File: config.mk
export PLATFORM = sky130hd
export DESIGN_NAME = issue_queue_entry_allocator
export DESIGN_NICKNAME = d
export VERILOG_FILES = /design/src/rtl/issue_queue_entry_allocator_pkg.sv /design/src/rtl/issue_queue_entry_allocator_free_list.sv /design/src/rtl/issue_queue_entry_allocator.sv
export SDC_FILE = /design/constraint.sdc
export NUM_CORES = 1
export LEC_CHECK = 0
export ABC_AREA = 1
export ABC_CLOCK_PERIOD_IN_PS = 2500
export BUFFER_PORTS_ARGS = -buffer_cell sky130_fd_sc_hd__buf_4
export CAP_MARGIN = 20
export CELL_PAD_IN_SITES_DETAIL_PLACEMENT = 0
export CELL_PAD_IN_SITES_GLOBAL_PLACEMENT = 1
export CORE_MARGIN = 2
export CORE_UTILIZATION = 40
export DETAILED_ROUTE_END_ITERATION = 12
export MAX_ROUTING_LAYER = met4
export PLACE_DENSITY = 0.81
export SLEW_MARGIN = 20
export SYNTH_ARGS = -nofsm -noshare
export SYNTH_HDL_FRONTEND = slang
export SYNTH_HIERARCHICAL = 1
export SYNTH_SLANG_ARGS = --single-unit
File: constraint.sdc
create_clock -name clk -period 2.5 [get_ports clk]
set_input_delay 0.125 -clock clk [delete_from_list [all_inputs] [get_ports clk]]
set_output_delay 0.125 -clock clk [all_outputs]
set_load 0.005 [all_outputs]
File: src/rtl/issue_queue_entry_allocator_pkg.sv
// Scheduler-wide constants and index types shared by the issue-queue blocks.
package SchedulerTypes;

    localparam int ISSUE_QUEUE_ENTRY_NUM       = 16;
    localparam int DISPATCH_WIDTH              = 2;
    localparam int ISSUE_WIDTH                 = 2;
    localparam int ISSUE_QUEUE_INDEX_BIT_WIDTH = $clog2(ISSUE_QUEUE_ENTRY_NUM);

    typedef logic [ISSUE_QUEUE_INDEX_BIT_WIDTH-1:0] IssueQueueIndexPath;
    typedef logic [ISSUE_QUEUE_ENTRY_NUM-1:0]       IssueQueueOneHotPath;

endpackage

File: src/rtl/issue_queue_entry_allocator_free_list.sv
// Generic circular index queue: up to POP_W pops and PUSH_W compacted pushes per cycle.
// Reset or i_init refills it with slot[i] = i and INIT_COUNT valid entries.
module multi_port_free_list_queue #(
    parameter int DEPTH      = 16,
    parameter int POP_W      = 2,
    parameter int PUSH_W     = 2,
    parameter int INIT_COUNT = DEPTH,
    parameter int IDX_W      = $clog2(DEPTH)
) (
    input  logic             clk,
    input  logic             rst,
    input  logic             i_init,
    input  logic [IDX_W:0]   i_pop_num,
    input  logic [IDX_W:0]   i_push_num,
    input  logic [IDX_W-1:0] i_push_data [PUSH_W],
    output logic [IDX_W-1:0] o_pop_data  [POP_W],
    output logic [IDX_W:0]   o_count
);

    logic [IDX_W-1:0] r_slot [DEPTH];
    logic [IDX_W-1:0] r_head;
    logic [IDX_W-1:0] r_tail;
    logic [IDX_W:0]   r_count;

    // Head-relative peek; index arithmetic wraps naturally because DEPTH is a power of two.
    always_comb begin
        for (int k = 0; k < POP_W; k++) begin
            o_pop_data[k] = r_slot[r_head + IDX_W'(k)];
        end
    end

    assign o_count = r_count;

    // NOTE: the slot array is reset deliberately; its contents are the free pool, not scratch data.
    always_ff @(posedge clk) begin
        if (!rst || i_init) begin
            for (int i = 0; i < DEPTH; i++) begin
                r_slot[i] <= IDX_W'(i);
            end
            r_head  <= '0;
            r_tail  <= IDX_W'(INIT_COUNT);
            r_count <= (IDX_W+1)'(INIT_COUNT);
        end else begin
            for (int k = 0; k < PUSH_W; k++) begin
                if ((IDX_W+1)'(k) < i_push_num) begin
                    r_slot[r_tail + IDX_W'(k)] <= i_push_data[k];
                end
            end
            r_head  <= r_head + i_pop_num[IDX_W-1:0];
            r_tail  <= r_tail + i_push_num[IDX_W-1:0];
            r_count <= r_count - i_pop_num + i_push_num;
        end
    end

endmodule

File: src/rtl/issue_queue_entry_allocator.sv
// Issue-queue entry pool: grants free indices to dispatch, reclaims them from wakeup,
// tracks occupancy and flags illegal allocation / release attempts.
module issue_queue_entry_allocator #(
    parameter int ENTRY_NUM      = SchedulerTypes::ISSUE_QUEUE_ENTRY_NUM,
    parameter int DISPATCH_WIDTH = SchedulerTypes::DISPATCH_WIDTH,
    parameter int RELEASE_WIDTH  = SchedulerTypes::ISSUE_WIDTH,
    parameter int INDEX_W        = $clog2(ENTRY_NUM)
) (
    input  logic                              clk,
    input  logic                              rst,
    input  logic                              flush,
    input  logic [DISPATCH_WIDTH-1:0]         allocReq,
    output logic [DISPATCH_WIDTH*INDEX_W-1:0] allocPtr,
    output logic                              allocatable,
    input  logic [RELEASE_WIDTH-1:0]          releaseEntry,
    input  logic [RELEASE_WIDTH*INDEX_W-1:0]  releasePtr,
    output logic [INDEX_W:0]                  freeCount,
    output logic [ENTRY_NUM-1:0]              busyVector,
    output logic                              allocError,
    output logic                              releaseError
);

    logic [INDEX_W-1:0]   w_head_data [DISPATCH_WIDTH];
    logic [INDEX_W-1:0]   w_push_data [RELEASE_WIDTH];
    logic [INDEX_W:0]     w_count;
    logic [INDEX_W:0]     w_n_alloc;
    logic [INDEX_W:0]     w_pop_num;
    logic [INDEX_W:0]     w_push_num;
    logic                 w_alloc_ok;
    logic                 w_rel_bad;
    logic [ENTRY_NUM-1:0] w_set;
    logic [ENTRY_NUM-1:0] w_clr;

    logic [ENTRY_NUM-1:0] r_busy;
    logic                 r_alloc_err;
    logic                 r_rel_err;

    // A compacted request is a run of ones from lane 0, so x & (x+1) is zero.
    // NOTE: every combinational output gets a default first so no path can infer a latch.
    always_comb begin : alloc_path
        allocPtr  = '0;
        w_set     = '0;
        w_n_alloc = '0;
        for (int k = 0; k < DISPATCH_WIDTH; k++) begin
            w_n_alloc = w_n_alloc + (INDEX_W+1)'(allocReq[k]);
        end
        w_alloc_ok = ((allocReq & (allocReq + DISPATCH_WIDTH'(1))) == '0) && (w_n_alloc <= w_count);
        w_pop_num  = w_alloc_ok ? w_n_alloc : '0;
        for (int k = 0; k < DISPATCH_WIDTH; k++) begin
            allocPtr[k*INDEX_W +: INDEX_W] = w_head_data[k];
            if (w_alloc_ok && allocReq[k]) begin
                w_set[w_head_data[k]] = 1'b1;
            end
        end
    end

    always_comb begin : release_path
        logic v_dup;
        int   v_n;
        v_n       = 0;
        v_dup     = 1'b0;
        w_clr     = '0;
        w_rel_bad = 1'b0;
        for (int j = 0; j < RELEASE_WIDTH; j++) begin
            w_push_data[j] = '0;
        end
        for (int j = 0; j < RELEASE_WIDTH; j++) begin
            v_dup = 1'b0;
            for (int i = 0; i < j; i++) begin
                if (releaseEntry[i] && (releasePtr[i*INDEX_W +: INDEX_W] == releasePtr[j*INDEX_W +: INDEX_W])) begin
                    v_dup = 1'b1;
                end
            end
            if (releaseEntry[j]) begin
                if (r_busy[releasePtr[j*INDEX_W +: INDEX_W]] && !v_dup) begin
                    w_push_data[v_n] = releasePtr[j*INDEX_W +: INDEX_W];
                    w_clr[releasePtr[j*INDEX_W +: INDEX_W]] = 1'b1;
                    v_n = v_n + 1;
                end else begin
                    w_rel_bad = 1'b1;
                end
            end
        end
        w_push_num = (INDEX_W+1)'(v_n);
    end

    multi_port_free_list_queue #(
        .DEPTH      (ENTRY_NUM),
        .POP_W      (DISPATCH_WIDTH),
        .PUSH_W     (RELEASE_WIDTH),
        .INIT_COUNT (ENTRY_NUM),
        .IDX_W      (INDEX_W)
    ) u_free_list (
        .clk         (clk),
        .rst         (rst),
        .i_init      (flush),
        .i_pop_num   (w_pop_num),
        .i_push_num  (w_push_num),
        .i_push_data (w_push_data),
        .o_pop_data  (w_head_data),
        .o_count     (w_count)
    );

    // NOTE: state registers use non-blocking assignment so every flop samples pre-edge values.
    always_ff @(posedge clk) begin
        if (!rst) begin
            r_busy      <= '0;
            r_alloc_err <= 1'b0;
            r_rel_err   <= 1'b0;
        end else if (flush) begin
            r_busy      <= '0;
        end else begin
            r_busy      <= (r_busy & ~w_clr) | w_set;
            r_alloc_err <= r_alloc_err | !w_alloc_ok;
            r_rel_err   <= r_rel_err | w_rel_bad;
        end
    end

    assign allocatable  = (w_count >= (INDEX_W+1)'(DISPATCH_WIDTH));
    assign freeCount    = w_count;
    assign busyVector   = r_busy;
    assign allocError   = r_alloc_err;
    assign releaseError = r_rel_err;

    // Every entry is either in the free pool or marked busy, never both, never neither.
    a_pool_conserved: assert property (@(posedge clk) disable iff (!rst)
        (32'(freeCount) + $countones(busyVector)) == ENTRY_NUM);

endmodule
==> results.cfg <==
[detailed_routing]
drtPass1Iterations = 6
drc_errors = 0
drt_first_iter_violations = 880
num_vias = 8730
routed_wl_mm = 28.2
postRouteAntennaNets = 0
vias_per_cell = 5.28
wl_per_cell_um = 17.1

[grt]
grt_pass1_wl_mm = 43.0
antenna_found_initial = 0
grt_pass1_vias = 7650
grt_start_max_net_pins = 31
overflow = 0
grtUsageTotal = 0.279

[clock_tree]
clockRootBuffer = clkbuf_16
cts_tree = done
htree_levels = 3
clk_pin_slew_ns = 0.07
cts_sinks = 95
clock_path_buffers = 2
worstSkewPairLatency_ns = 0.35
cts_buffers = 9

[timing]
finalHoldViolCount = 0
fin_crit_ns = 2.65
drv_slew = 0
holdWs_ns = 0.0247
relSlewSlack = 0.514
fmax_ghz = 0.378
rsz0062_at_grt = true
finalSetupViolCount = 50
min_period_over_period = 1.06
tightest_slew_ns = 0.728
fin_skew_ns = 0.0109
setup_slack_ns = -0.149

[final_layout]
n_fill_cell = 1918
drive_gt1_frac = 0.264
fin_area_um2 = 10400
seq_area_um2 = 2590
fin_nets = 1420
areaGrowthSynthToFinish_pct = 30.9
fin_cells = 1652
diodes = 0
multiInputGateArea_um2 = 4830

[placement]
gp_congestion = 0.925
hpwlAfterDp_mm = 20.7
portBuffers = 46
dp_cells = 1611
postPlaceCellArea_um2 = 9400

[logic_synthesis]
ys_types = 37
yosysSeqAreaShare = 0.320
avgSynthCellArea_um2 = 6.49
synthArstFlopShare = 0
synth-main-ff-cell = edfxtp_1
synth_edf_count = 64
synth_warnings = 6
synth-seq-cells = 95
syn_inst = 1224
syn_area_um2 = 7940

[power]
ir_drop_mv = 0.318
p_leak_nw = 4.58
power_density_nw_per_um2 = 423

[floorplanning]
die_area_um2 = 21000
chipWidth_um = 145
rows = 51
die-height_um = 145
ios = 47
start_util = 0.408
core_area_um2 = 19500

[flow_run]
drv_cap = 0

[critical_path]
path_class = flip-flop to flip-flop
cp.arrival_ns = 2.76
setup.worst_path.end_class = flip-flop
start_kind = flip-flop
cp_max_fo = 5
crit_required_ns = 2.61

[hold_path]
hold_class = primary input to flip-flop

[outcome]
outcome = complete, but fails checks
violations = negative setup slack
## layout by cell type (no fill, tap or decap), drive strengths merged
cell / n
edfxtp: 64
xnor2: 6
a21oi: 38
or2: 1
clkinvlp: 3
xor2: 3
nand3: 202
ha: 17
dfxtp: 31
o21ai: 40
nor4: 1
o22ai: 4
inv: 181
fa: 6
nand2: 370
clkinv: 5
o211ai: 16
nor3: 10
conb: 15
clkbuf: 13
nand3b: 1
nand4: 50
nor2: 120
buf: 190
## cells in the mapped netlist (5+ instances only)
master,count,area share
a21oi_1,38,0.024
buf_2,20,0.013
buf_4,8,0.0076
buf_6,7,0.0099
clkbuf_1,21,0.0099
dfxtp_1,31,0.078
edfxtp_1,64,0.24
fa_1,6,0.015
ha_1,17,0.027
inv_1,164,0.078
inv_2,15,0.0071
nand2_1,362,0.17
nand2_2,5,0.0039
nand3_1,190,0.12
nand3_2,12,0.015
nand4_1,49,0.039
nor2_1,108,0.051
nor2_2,7,0.0055
nor2_4,5,0.0071
nor3_1,8,0.0050
o211ai_1,16,0.015
o21ai_0,28,0.018
o21ai_1,11,0.0069
xnor2_1,6,0.0066
## layer usage
layer  routed length [um]  vias up  global-route usage
met2                12000      363               0.386
li1                     -     4281                   -
met4                  562        0              0.0797
met1                13400     4042               0.420
met3                 2190       44              0.0388
met5                    0        -                   -
## cells by family after synthesis
| logic type | after synthesis | synth area share |
|---|---|---|
| flops | 95 | 0.320 |
| buf+inv | 243 | 0.128 |
| other cells | 1 | 0.000472 |
| simple gates | 755 | 0.430 |
| compound gates | 98 | 0.0689 |
| xor+xnor | 9 | 0.00993 |
| fa+ha+maj | 23 | 0.0419 |
## power by group
part / switching, mW / total, mW / internal (mW)
logic: 0.781 / 1.30 / 0.516
registers: 0.0561 / 1.78 / 1.72
clock network: 0.647 / 1.33 / 0.681
## what timing repair did
item                       4_1_cts  5_1_grt
gates cloned                     2        3
hold endpoints to repair         0        0
setup endpoints to repair       61      147
pin swaps                       11       35
buffers inserted                 4       16
hold buffers                     0        0
gates resized for setup         19      115
## state kept, by name, indices dropped and copies added (netlist names)
name / count
u_free_list/r_slot: 64
busyVector: 16
u_free_list/o_count: 5
u_free_list/r_head: 4
u_free_list/r_tail: 4
allocError: 1
releaseError: 1
## area by class of cell
class | count | share of cell area
tap | 265 | 0.0319
timing repair buffer | 193 | 0.161
clock buffer | 10 | 0.0220
clock inverter | 6 | 0.00433
inverter | 183 | 0.0673
multi-input combinational | 900 | 0.464
sequential | 95 | 0.249
## worst paths after layout
check	end	slack [ns]	cells past startpoint	start
setup / recovery	u_free_list/r_slot[10][3]	-0.15	22	busyVector[9]
hold / removal	allocError	0.02	3	rst
setup reg to reg	u_free_list/r_slot[10][3]	-0.15	22	busyVector[9]
hold reg to reg	releaseError	0.46	2	releaseError
## worst max-delay path, stage by stage, from the launching register on
cell,delay [ns]
dfxtp_4,0.37
nand2_2,0.06
nand2_1,0.05
nand2_1,0.05
nand3_1,0.06
nand2_1,0.07
nand2_1,0.06
inv_2,0.07
nand2_4,0.05
nand2_4,0.07
inv_4,0.04
ha_4,0.24
nand2_1,0.05
o21ai_2,0.09
inv_1,0.09
buf_4,0.15
o21ai_4,0.21
buf_12,0.16
buf_6,0.11
clkbuf_16,0.14
nand3_1,0.06
nand2_1,0.09
inv_1,0.05
## stage by stage
step                setup TNS [ns]  utilization  setup slack, ns  power, mW
detailed placement           -9.77        0.483           -0.228       2.97
floorplan                  -0.0651            -          -0.0588       2.51
global placement             -6.26        0.483           -0.200       2.97
finish                       -3.00        0.534           -0.149       4.40
CTS                          -1.20        0.504           -0.119       4.32
global route                -12.33        0.534           -0.291       4.62
Note: power is estimated with default switching activity, not from simulation.
